<file path="src/rtl/branch_sequencer.sv">
// branch_sequencer: execute-phase sequencer for conditional branch instructions.
// After fetch has loaded IR, a start request walks CHECK -> ADDR -> SUM -> WRITE
// -> DONE. Each state drives the control strobes for one datapath step. The PC
// load in WRITE is gated by the condition flip-flop output (con_q).
//
// Ports:
//   clock, reset          rising-edge clock, synchronous active-high reset
//   start, IR             execute request and instruction register contents
//   con_q                 condition flip-flop output (must be valid in WRITE)
//   stall, abort          freeze the sequencer / flush it back to IDLE
//   Grb..PCin             datapath control strobes (decoded from state)
//   con_bits              C2 field latched when start is accepted
//   busy, done            sequencer active / one-cycle completion pulse
//   taken, illegal        last branch result / non-branch opcode pulse
//   taken_count,
//   nottaken_count        saturating branch statistics (BRANCH_STATS_EN only)
//
// Build option: define BRANCH_STATS_EN to add the statistics counters.
module branch_sequencer #(
  parameter logic [4:0] BR_OPCODE = 5'b10010
) (
  input  logic        clock,
  input  logic        reset,
  input  logic        start,
  input  logic [31:0] IR,
  input  logic        con_q,
  input  logic        stall,
  input  logic        abort,
  output logic        Grb,
  output logic        Rout,
  output logic        BAout,
  output logic        CONin,
  output logic        PCout,
  output logic        Yin,
  output logic        Cout,
  output logic        alu_add,
  output logic        Zin,
  output logic        Zlowout,
  output logic        PCin,
  output logic [1:0]  con_bits,
  output logic        busy,
  output logic        done,
  output logic        taken,
  output logic        illegal
`ifdef BRANCH_STATS_EN
  ,
  output logic [15:0] taken_count,
  output logic [15:0] nottaken_count
`endif
);

  localparam int unsigned CNT_W = 16;

  typedef enum logic [2:0] {
    IDLE  = 3'd0,
    CHECK = 3'd1,
    ADDR  = 3'd2,
    SUM   = 3'd3,
    WRITE = 3'd4,
    DONE  = 3'd5
  } state_t;

  state_t state;
  state_t next_state;

  logic is_branch;
  logic accept;
  logic leave_write;
  logic unused_ir;

  assign is_branch   = (IR[31:27] == BR_OPCODE);
  // start is only honoured in IDLE when the sequencer is neither frozen nor flushed
  assign accept      = (state == IDLE) && start && !stall && !abort;
  assign leave_write = (state == WRITE) && !stall && !abort;
  assign unused_ir   = ^{IR[26:21], IR[18:0]};

  // State register
  always_ff @(posedge clock) begin
    if (reset) state <= IDLE;
    else       state <= next_state;
  end

  // Next state and strobe decode; stall masks load enables, not bus drives
  always_comb begin
    next_state = state;
    Grb        = 1'b0;
    Rout       = 1'b0;
    BAout      = 1'b0;
    CONin      = 1'b0;
    PCout      = 1'b0;
    Yin        = 1'b0;
    Cout       = 1'b0;
    alu_add    = 1'b0;
    Zin        = 1'b0;
    Zlowout    = 1'b0;
    PCin       = 1'b0;
    done       = 1'b0;
    busy       = (state != IDLE);

    case (state)
      IDLE: begin
        if (accept && is_branch) next_state = CHECK;
      end
      CHECK: begin
        Grb   = 1'b1;
        Rout  = 1'b1;
        BAout = 1'b1;
        CONin = !stall;
        if (!stall) next_state = ADDR;
      end
      ADDR: begin
        PCout = 1'b1;
        Yin   = !stall;
        if (!stall) next_state = SUM;
      end
      SUM: begin
        Cout    = 1'b1;
        alu_add = 1'b1;
        Zin     = !stall;
        if (!stall) next_state = WRITE;
      end
      WRITE: begin
        Zlowout = 1'b1;
        // a flush or reset in WRITE must not commit the PC
        PCin    = con_q && !stall && !abort && !reset;
        if (!stall) next_state = DONE;
      end
      DONE: begin
        done = !stall;
        if (!stall) next_state = IDLE;
      end
      default: next_state = IDLE;
    endcase

    if (abort) next_state = IDLE;
  end

  // Registered status: latched condition field, branch result, illegal pulse
  always_ff @(posedge clock) begin
    if (reset) begin
      con_bits <= 2'b00;
      taken    <= 1'b0;
      illegal  <= 1'b0;
    end else begin
      illegal <= accept && !is_branch;
      if (accept)      con_bits <= IR[20:19];
      if (leave_write) taken    <= con_q;
    end
  end

`ifdef BRANCH_STATS_EN
  // Saturating outcome counters, updated as WRITE completes
  always_ff @(posedge clock) begin
    if (reset) begin
      taken_count    <= '0;
      nottaken_count <= '0;
    end else if (leave_write) begin
      if (con_q) begin
        if (taken_count != {CNT_W{1'b1}}) taken_count <= taken_count + CNT_W'(1);
      end else begin
        if (nottaken_count != {CNT_W{1'b1}}) nottaken_count <= nottaken_count + CNT_W'(1);
      end
    end
  end
`endif

endmodule

</file>
<file path="config.mk">
export PLATFORM = sky130hd
export DESIGN_NAME = branch_sequencer
export DESIGN_NICKNAME = d
export VERILOG_FILES = /design/src/rtl/branch_sequencer.sv
export SDC_FILE = /design/constraint.sdc
export NUM_CORES = 1
export LEC_CHECK = 0
export CORE_MARGIN = 2
export CORE_UTILIZATION = 24
export CTS_CLUSTER_DIAMETER = 30
export DETAILED_ROUTE_END_ITERATION = 10
export HOLD_SLACK_MARGIN = 0.02
export PLACE_DENSITY = 0.71
export SLEW_MARGIN = 15
export SYNTH_ARGS = -nofsm -noshare
export SYNTH_HDL_FRONTEND = slang
export SYNTH_SLANG_ARGS = --single-unit
</file>
<file path="constraint.sdc">
create_clock -name clock -period 1.5 [get_ports clock]
set_input_delay 0.45 -clock clock [delete_from_list [all_inputs] [get_ports clock]]
set_output_delay 0.45 -clock clock [all_outputs]
set_load 0.05 [all_outputs]
</file>
== Yosys cells after proc, flatten, opt, wreduce, memory -nomap -nowiden ==
Cells that the tools add are included.
Widths: inputs -> output; s select.

* Shift operators: 0
* Multiplexer cells: 16
* Bitwise gates (word level): 0
* Add/subtract/negate cells: 0
* Eq/ne operators: 12
* Reduce and logical (&&, ||, !) cells: 18
* $lt $le $gt $ge: 0
* Multiply operators: 0
* Div/mod/pow operators: 0

{| class="wikitable"
|+ Operator list
! kind !! number
|-
| $mux 3 || 6
|-
| $pmux 3 s6 || 1
|-
| $logic_and 1x1->1 || 10
|-
| $ne 2x2->1 const B || 5
|-
| $mux 1 || 9
|-
| $eq 3x2->1 const B || 2
|-
| $eq 3x3->1 const B || 2
|-
| $reduce_and 6->1 || 1
|-
| $eq 5x5->1 const B || 1
|-
| $logic_not 1->1 || 4
|-
| $eq 3x1->1 const B || 1
|-
| $logic_not 3->1 || 1
|-
| $reduce_bool 3->1 || 1
|-
| $ne 2x1->1 const B || 1
|-
| $reduce_or 2->1 || 1
|}

* Output and inout bits: 17
* Memory bits (read-only): 0
* Logic and storage cells: 50
* Latch bits: 0
* Bits of input ports: 38
* Register bits after elaboration: 7
* Memories kept: 0
* Bits in writable memories: 0

== Depth between registers and ports, before layout ==
Gate-level depths: netlist (run 1).

* Depth in word-level cells: 7
* Gate-level depth with buffers: 4
* Depth with buffers taken out: 4

== Worst setup path before layout (run 1) ==
No wires, ideal clock.

* Path kind: input-to-output
* Start: input port abort
* End: output port PCin
* Path slack: -857 ps
* Arrival time: 1907 ps
* Buffers on the path: 0
* Data required time: 1050 ps
* Stages: 3
* Path through: nor3_4 nand3_1 nor3b_1

* Word-level cells in the longest chain between the ends: 4

{| class="wikitable"
|+ RTL lines
! element !! line !! source
|-
| start, declared || 28 || <nowiki>input logic abort,</nowiki>
|-
| $logic_not 1->1 || 125 || <nowiki>PCin = con_q && !stall && !abort && !reset;</nowiki>
|-
| $logic_and 1x1->1 (2 in a row) || 125 ||
|-
| $mux 1 || 100 || <nowiki>case (state)</nowiki>
|-
| end, declared || 39 || <nowiki>output logic PCin,</nowiki>
|}

Every way passes these cells.

== Final worst setup path (run 1) ==
* Start: register state[1]
* End: output port PCin

* Word-level cells in the longest chain between the ends: 2

{| class="wikitable"
|+ RTL lines
! element !! line !! source
|-
| start, declared || 63 || <nowiki>state_t state;</nowiki>
|-
| start signal, assigned || 80 || <nowiki>else state <= next_state;</nowiki>
|-
| $eq 3x3->1 || 100 ||
|-
| $mux 1 || 100 ||
|}

Every way passes these cells.

==> metrics, run 1 <==
outcome=finished with violations; failing checks=negative setup slack; kind of critical path=flop to primary output; Reg-to-Reg Start=state[2]; Clock Sinks=7; dpl hpwl=1.223 mm; Netlist cell types=30; Max-slew headroom=81.25%; worst hold endpoint=con_bits[0]; Async S/R FF share, synth=0%; Max-Cap Viols=0; cell taking the most area after synthesis=dfxtp_1; Die H=49.38 µm; Die Width=49.38 µm; Final Util=68.49%; R2R Path End=state[1]; largest net degree at the start of global routing=11; IO Port Bufs=29; Clock Skews=0.005827 ns; area of the mapped netlist=494.2 µm²; cts hold-fix bufs=0; CTS tree=done; row cnt=16; share of layout cells above drive strength 1=69.81%; Vias=628; IO Count=55; Synth top area share=28.35%; CP startpoint kind=flop; CTS H-Tree Depth=1; CTS Buf Count=3; Worst Path Max Fanout=3; clock buffer depth=2; clk root buf=clkbuf_4; top cells by count, synth=dfxtp_1 (7), nor2_1 (7), nor3b_1 (4); setup ws final=-0.2818 ns; Reg clk slew, reported paths=0.06 ns; pins over their slew limit=0; Mapped Cells=56; Hold Path Depth=2; Worst-Margin Slew=0.2800 ns; Worst R2R Path Depth=6; final hold violation count=0; Critical Path Sink Type=primary output; Synth area leaders=dfxtp_1 (28%), mux2i_1 (6.1%), nor3b_1 (6.1%); Setup Viol. Count Final=15; final WL=1.758 mm; TNS Setup=-2.263 ns; hold crit path type=flop to flop; synthesized flop and latch total=7; nets@finish=145; period utilization=118.8%; global-route wire length before repair=2.960 mm; unrepaired setup endpoints after global routing=yes; post-DR wirelength/cell=13.22 µm; Mean Syn Cell Area=8.825 µm²; achievable frequency=561.2 MHz; beginning of the worst hold path=con_bits[0]; Core Area=0.001962 mm²; die area=0.002438 mm²; placed cell count=122; peak supply drop=0.4189 mV; Post-synth EDFFs=0; vias in the first global route=650; Avg Vias per Cell=4.722; DRT Pass-1 Iters=4; Pwr per Cell Area=342.5 mW/mm²; Most used DFF post-synth=dfxtp_1; DRC=0; reg-to-reg slack, setup=-0.03 ns; crit path time final=1.782 ns; Initial Util=25.19%; RePlAce Congestion=0.7728; final antenna-violating net count=0; Clock Latency Late Sink=0.25 ns; initial antenna violation count=0; Syn Nets=94; initial DRC count=8; register area share after synthesis=28.35%; grt total ovfl=0; Critical Path AT=1.33 ns; Layout Cells excl Fill=133; layout overhead on the synthesized area=171.9%; GRT Overall Usage=15.63%; CP Data Required Time=1.05 ns; leak pwr=0.0005453 µW; Antenna Cells=0; warnings from Yosys=0
==> report_power, final <==
| group | switching, µW | total (µW) | internal, µW |
|---|---|---|---|
| clock network | 68.8 | 170 | 101 |
| registers | 2.62 | 186 | 183 |
| logic | 44.8 | 104 | 59.1 |
| total | 116 | 460 | 344 |
==> critical path, cell delays in order (launching register included) <==
cell     delay, ns
dfxtp_4       0.36
nor3_4        0.20
nand3_2       0.12
nor3b_4       0.25
buf_12        0.16
==> logic make-up after synthesis <==
| family | Yosys count | share of synthesized area [%] |
|---|---|---|
| buffers and inverters | 7 | 8.352 |
| flip-flops | 7 | 28.35 |
| AND/OR/NAND/NOR | 29 | 41.01 |
| multiplexers | 3 | 6.076 |
| AO/OA/AOI/OAI | 10 | 16.20 |
==> layer usage <==
layer / wire (µm) / global-route usage, %
met1: 664 / 15.77
met2: 986 / 30.41
met3: 108 / 4.908
met4: 0 / 4.167
met5: 0 / 0
==> how the worst max path moves through the flow <==
stage / depth (start not counted) / slack [ns] / startpoint / end
3_5_place_dp: 5 / -0.58 / abort / PCin
6_report: 4 / -0.28 / state[1] / PCin
4_1_cts: 4 / -0.29 / state[0] / PCin
5_1_grt: 4 / -0.34 / state[1] / PCin
2_1_floorplan: 3 / -0.22 / abort / PCin
3_3_place_gp: 5 / -0.56 / abort / PCin
==> sequential cells by signal (all words and copies together) (netlist names) <==
register  flops
con_bits      2
illegal       1
state         3
taken         1
==> cell type report <==
cell class	instances	area, µm²
Fill cell	151	618.1
Multi-Input combinational cell	42	449.2
Sequential cell	7	151.4
Tap cell	27	33.78
Timing Repair Buffer	52	679.4
Clock buffer	4	26.28
Inverter	1	3.754
==> placed cells by master, fill, tap and decap left out, types with 3 or more instances in the layout <==
cell,instances
buf_4,15
dlygate4sd2_1,5
nor2_1,4
clkdlybuf4s50_1,5
buf_12,20
buf_6,5
dfxtp_4,3
clkbuf_4,3
mux2i_1,3
nor2_4,3
dfxtp_1,4
nor3b_4,5
==> through the flow <==
stage / total power [µW] / area, µm² / setup WS (ns) / hold slack (ns)
2_1_floorplan: 222.6 / 614.3 / -0.2164 / 0.5224
3_5_place_dp: 292.2 / 1174 / -0.5771 / 0.5575
6_report: 460.2 / 1344 / -0.2818 / 0.5709
5_1_grt: 484.8 / 1344 / -0.3449 / 0.5920
3_3_place_gp: 290.4 / 1174 / -0.5562 / 0.5393
4_1_cts: 466.8 / 1324 / -0.2871 / 0.5728
==> timing repair <==
item	CTS	global route
setup buffers	6	4
cloned	1	0
hold endpoints to repair	0	0
pin swaps	16	14
endpoints found under the setup margin	19	16
gates resized for setup	30	12
No activity file was read; power rests on OpenSTA's default activity.
==> run 2, diff against run 1 <==
--- a/config.mk
+++ b/config.mk
@@ -5,6 +5,7 @@
 export SDC_FILE = /design/constraint.sdc
 export NUM_CORES = 1
 export LEC_CHECK = 0
+export CAP_MARGIN = 20
 export CORE_MARGIN = 2
 export CORE_UTILIZATION = 24
 export CTS_CLUSTER_DIAMETER = 30
==> results of run 2 <==
Final layout, timing and power as in run 1 (identical DEF).
==> run 3, diff against run 2 <==
--- a/config.mk
+++ b/config.mk
@@ -7,11 +7,13 @@
 export LEC_CHECK = 0
 export CAP_MARGIN = 20
 export CORE_MARGIN = 2
-export CORE_UTILIZATION = 24
+export CORE_UTILIZATION = 35
 export CTS_CLUSTER_DIAMETER = 30
 export DETAILED_ROUTE_END_ITERATION = 10
+export DONT_BUFFER_PORTS = 1
 export HOLD_SLACK_MARGIN = 0.02
-export PLACE_DENSITY = 0.71
+export PLACE_DENSITY_LB_ADDON = 0.3
+export SKIP_LAST_GASP = 1
 export SLEW_MARGIN = 15
 export SYNTH_ARGS = -nofsm -noshare
 export SYNTH_HDL_FRONTEND = slang
==> metrics, run 3 (synthesis results as in run 1) <==
grt total ovfl=0 (unchanged); CTS H-Tree Depth=1 (unchanged); net switching power=96.55 µW (was 116.3 µW); Layout Cells excl Fill=96 (was 133); period utilization=115.8% (was 118.8%); initial antenna violation count=0 (unchanged); nets@finish=120 (was 145); cts hold-fix bufs=0 (unchanged); CP Data Required Time=1.05 ns (about the same); placed cell count=83 (was 122); global-route wire length before repair=2.090 mm (was 2.960 mm); unrepaired setup endpoints after global routing=yes (unchanged); Antenna Cells=0 (unchanged); Seq pwr share=48.5% (was 40.4%); final hold violation count=0 (unchanged); sw frac=23.94% (was 25.26%); crit path time final=1.736 ns (was 1.782 ns); worst hold slack=0.2656 ns (was 0.5709 ns); Critical Path Sink Type=primary output (unchanged); CP startpoint kind=flop (unchanged); logic gate share of total power=8.2% (was 22.6%); IO Port Bufs=0 (was 29); hold crit path type=input pin to flop (was flop to flop); Multi-input gate area=432.9 µm² (was 449.2 µm²); RePlAce Congestion=0.7734 (was 0.7728); GRT Overall Usage=15.55% (was 15.63%); final antenna-violating net count=0 (unchanged); Clk pwr share=43.3% (was 37.0%); clk root buf=clkbuf_4 (unchanged); Initial Util=37.51% (was 25.19%); peak supply drop=0.3884 mV (was 0.4189 mV); Pwr per Cell Area=400.9 mW/mm² (was 342.5 mW/mm²); CP Cell Sequence=nor3_4 -> nand3_2 -> nor3b_4 -> buf_12 (unchanged); # fillers=84 (was 151); Clock Latency Late Sink=0.25 ns (about the same); leak pwr=0.0004164 µW (was 0.0005453 µW); commonest non-fill, non-tap cell in the layout=buf_4 (was buf_12); Final Util=76.35% (was 68.49%); dpl hpwl=939.5 µm (was 1.223 mm); Core Area=0.001318 mm² (was 0.001962 mm²); initial DRC count=2 (was 8); clock buffer depth=2 (unchanged); Worst-Margin Slew=0.5111 ns (was 0.2800 ns); worst slack, placed=-0.07241 ns (was -0.5771 ns); Worst Path Max Fanout=3 (unchanged); kind of critical path=flop to primary output (unchanged); Vias=521 (was 628); failing checks=negative setup slack (unchanged); outcome=finished with violations (unchanged); vias in the first global route=486 (was 650); final WL=1.429 mm (was 1.758 mm); Setup Viol. Count Final=14 (was 15); Clock Skews=0.003093 ns (was 0.005827 ns); IO Count=55 (unchanged); Clock Sinks=7 (unchanged); share of layout cells above drive strength 1=69.14% (was 69.81%); post-DR wirelength/cell=14.89 µm (was 13.22 µm); Max-Cap Viols=0 (unchanged); Die H=41.58 µm (was 49.38 µm); Avg Vias per Cell=5.427 (was 4.722); row cnt=13 (was 16); setup ws final=-0.2363 ns (was -0.2818 ns); CTS Buf Count=3 (unchanged); max reg flops=3 (unchanged); die area=0.001728 mm² (was 0.002438 mm²); Power Total=403.3 µW (was 460.2 µW); Int Power=306.7 µW (was 343.9 µW); largest net degree at the start of global routing=12 (was 11); CTS tree=done (unchanged); achievable frequency=576.0 MHz (was 561.2 MHz); layout overhead on the synthesized area=103.5% (was 171.9%); Register Area=148.9 µm² (was 151.4 µm²); pins over their slew limit=0 (unchanged); Reg clk slew, reported paths=0.06 ns (about the same); DRT Pass-1 Iters=2 (was 4); Critical Path AT=1.29 ns (was 1.33 ns); max incr delay on CP=0.34 ns (was 0.36 ns); Max-slew headroom=65.88% (was 81.25%); Regs by FF count=state x3, con_bits x2 (unchanged); Die Width=41.58 µm (was 49.38 µm); most frequent cells in the layout=buf_4 (13), buf_12 (9), nor3b_4 (5) (was buf_12 (20), buf_4 (15)); Max stage delay cell, worst path=dfxtp_2 (was dfxtp_4); DRC=0 (unchanged); largest reg by FF count=state (unchanged)
==> run 3: cell type report <==
cell class | count | area share, %
inverters | 1 | 0.3731
clock buffers | 4 | 2.612
well taps | 15 | 1.866
multi-input cells | 42 | 43.04
repair buffers | 27 | 37.31
flip-flops and latches | 7 | 14.80
==> run 3: worst max-delay path: cells and delay by family, from the launching register on <==
kind                   cells  cell delay, ns
buffers and inverters      1            0.16
DFF                        1            0.34
and+or+nand+nor            3            0.53
==> run 3: final timing paths <==
kind | slack [ns] | end | start | depth (start not counted)
hold / removal | 0.27 | illegal | reset | 1
setup / recovery | -0.24 | PCin | state[1] | 4
setup reg to reg | -0.01 | state[1] | state[2] | 6
hold reg to reg | 0.72 | state[1] | state[1] | 3
==> run 3: stage by stage <==
step / setup TNS, ns / cell area (µm²)
2_1_floorplan: -0.8508 / 614.3
3_3_place_gp: -0.06042 / 813.3
3_5_place_dp: -0.07241 / 813.3
4_1_cts: -2.417 / 973.4
5_1_grt: -2.857 / 1006
6_report: -2.220 / 1006
==> run 3: timing repair <==
item,4_1_cts,5_1_grt
hold endpoints to repair,0,0
setup buffers,6,1
resized for setup,11,8
setup endpoints to repair,13,16
pin swaps,4,8
cloned,2,0
==> run 3: per-layer routing <==
metal	share of wire (%)	track usage [%]	wire length [µm]	up-vias
met5	0	0	0	-
met2	50	24.69	720	15
met1	44	21.02	629	248
li1	-	-	-	256
met3	4.3	1.304	62	2
met4	1.1	7.742	16	0
==> run 3: power groups by stage <==
stage	Clock, µW	Combinational (µW)	Sequential, µW
floorplan	0	20.1	203
global placement	0	26.8	203
detailed placement	0	27.8	203
CTS	179	30.5	195
global route	189	34.8	195
finish	175	33.2	195
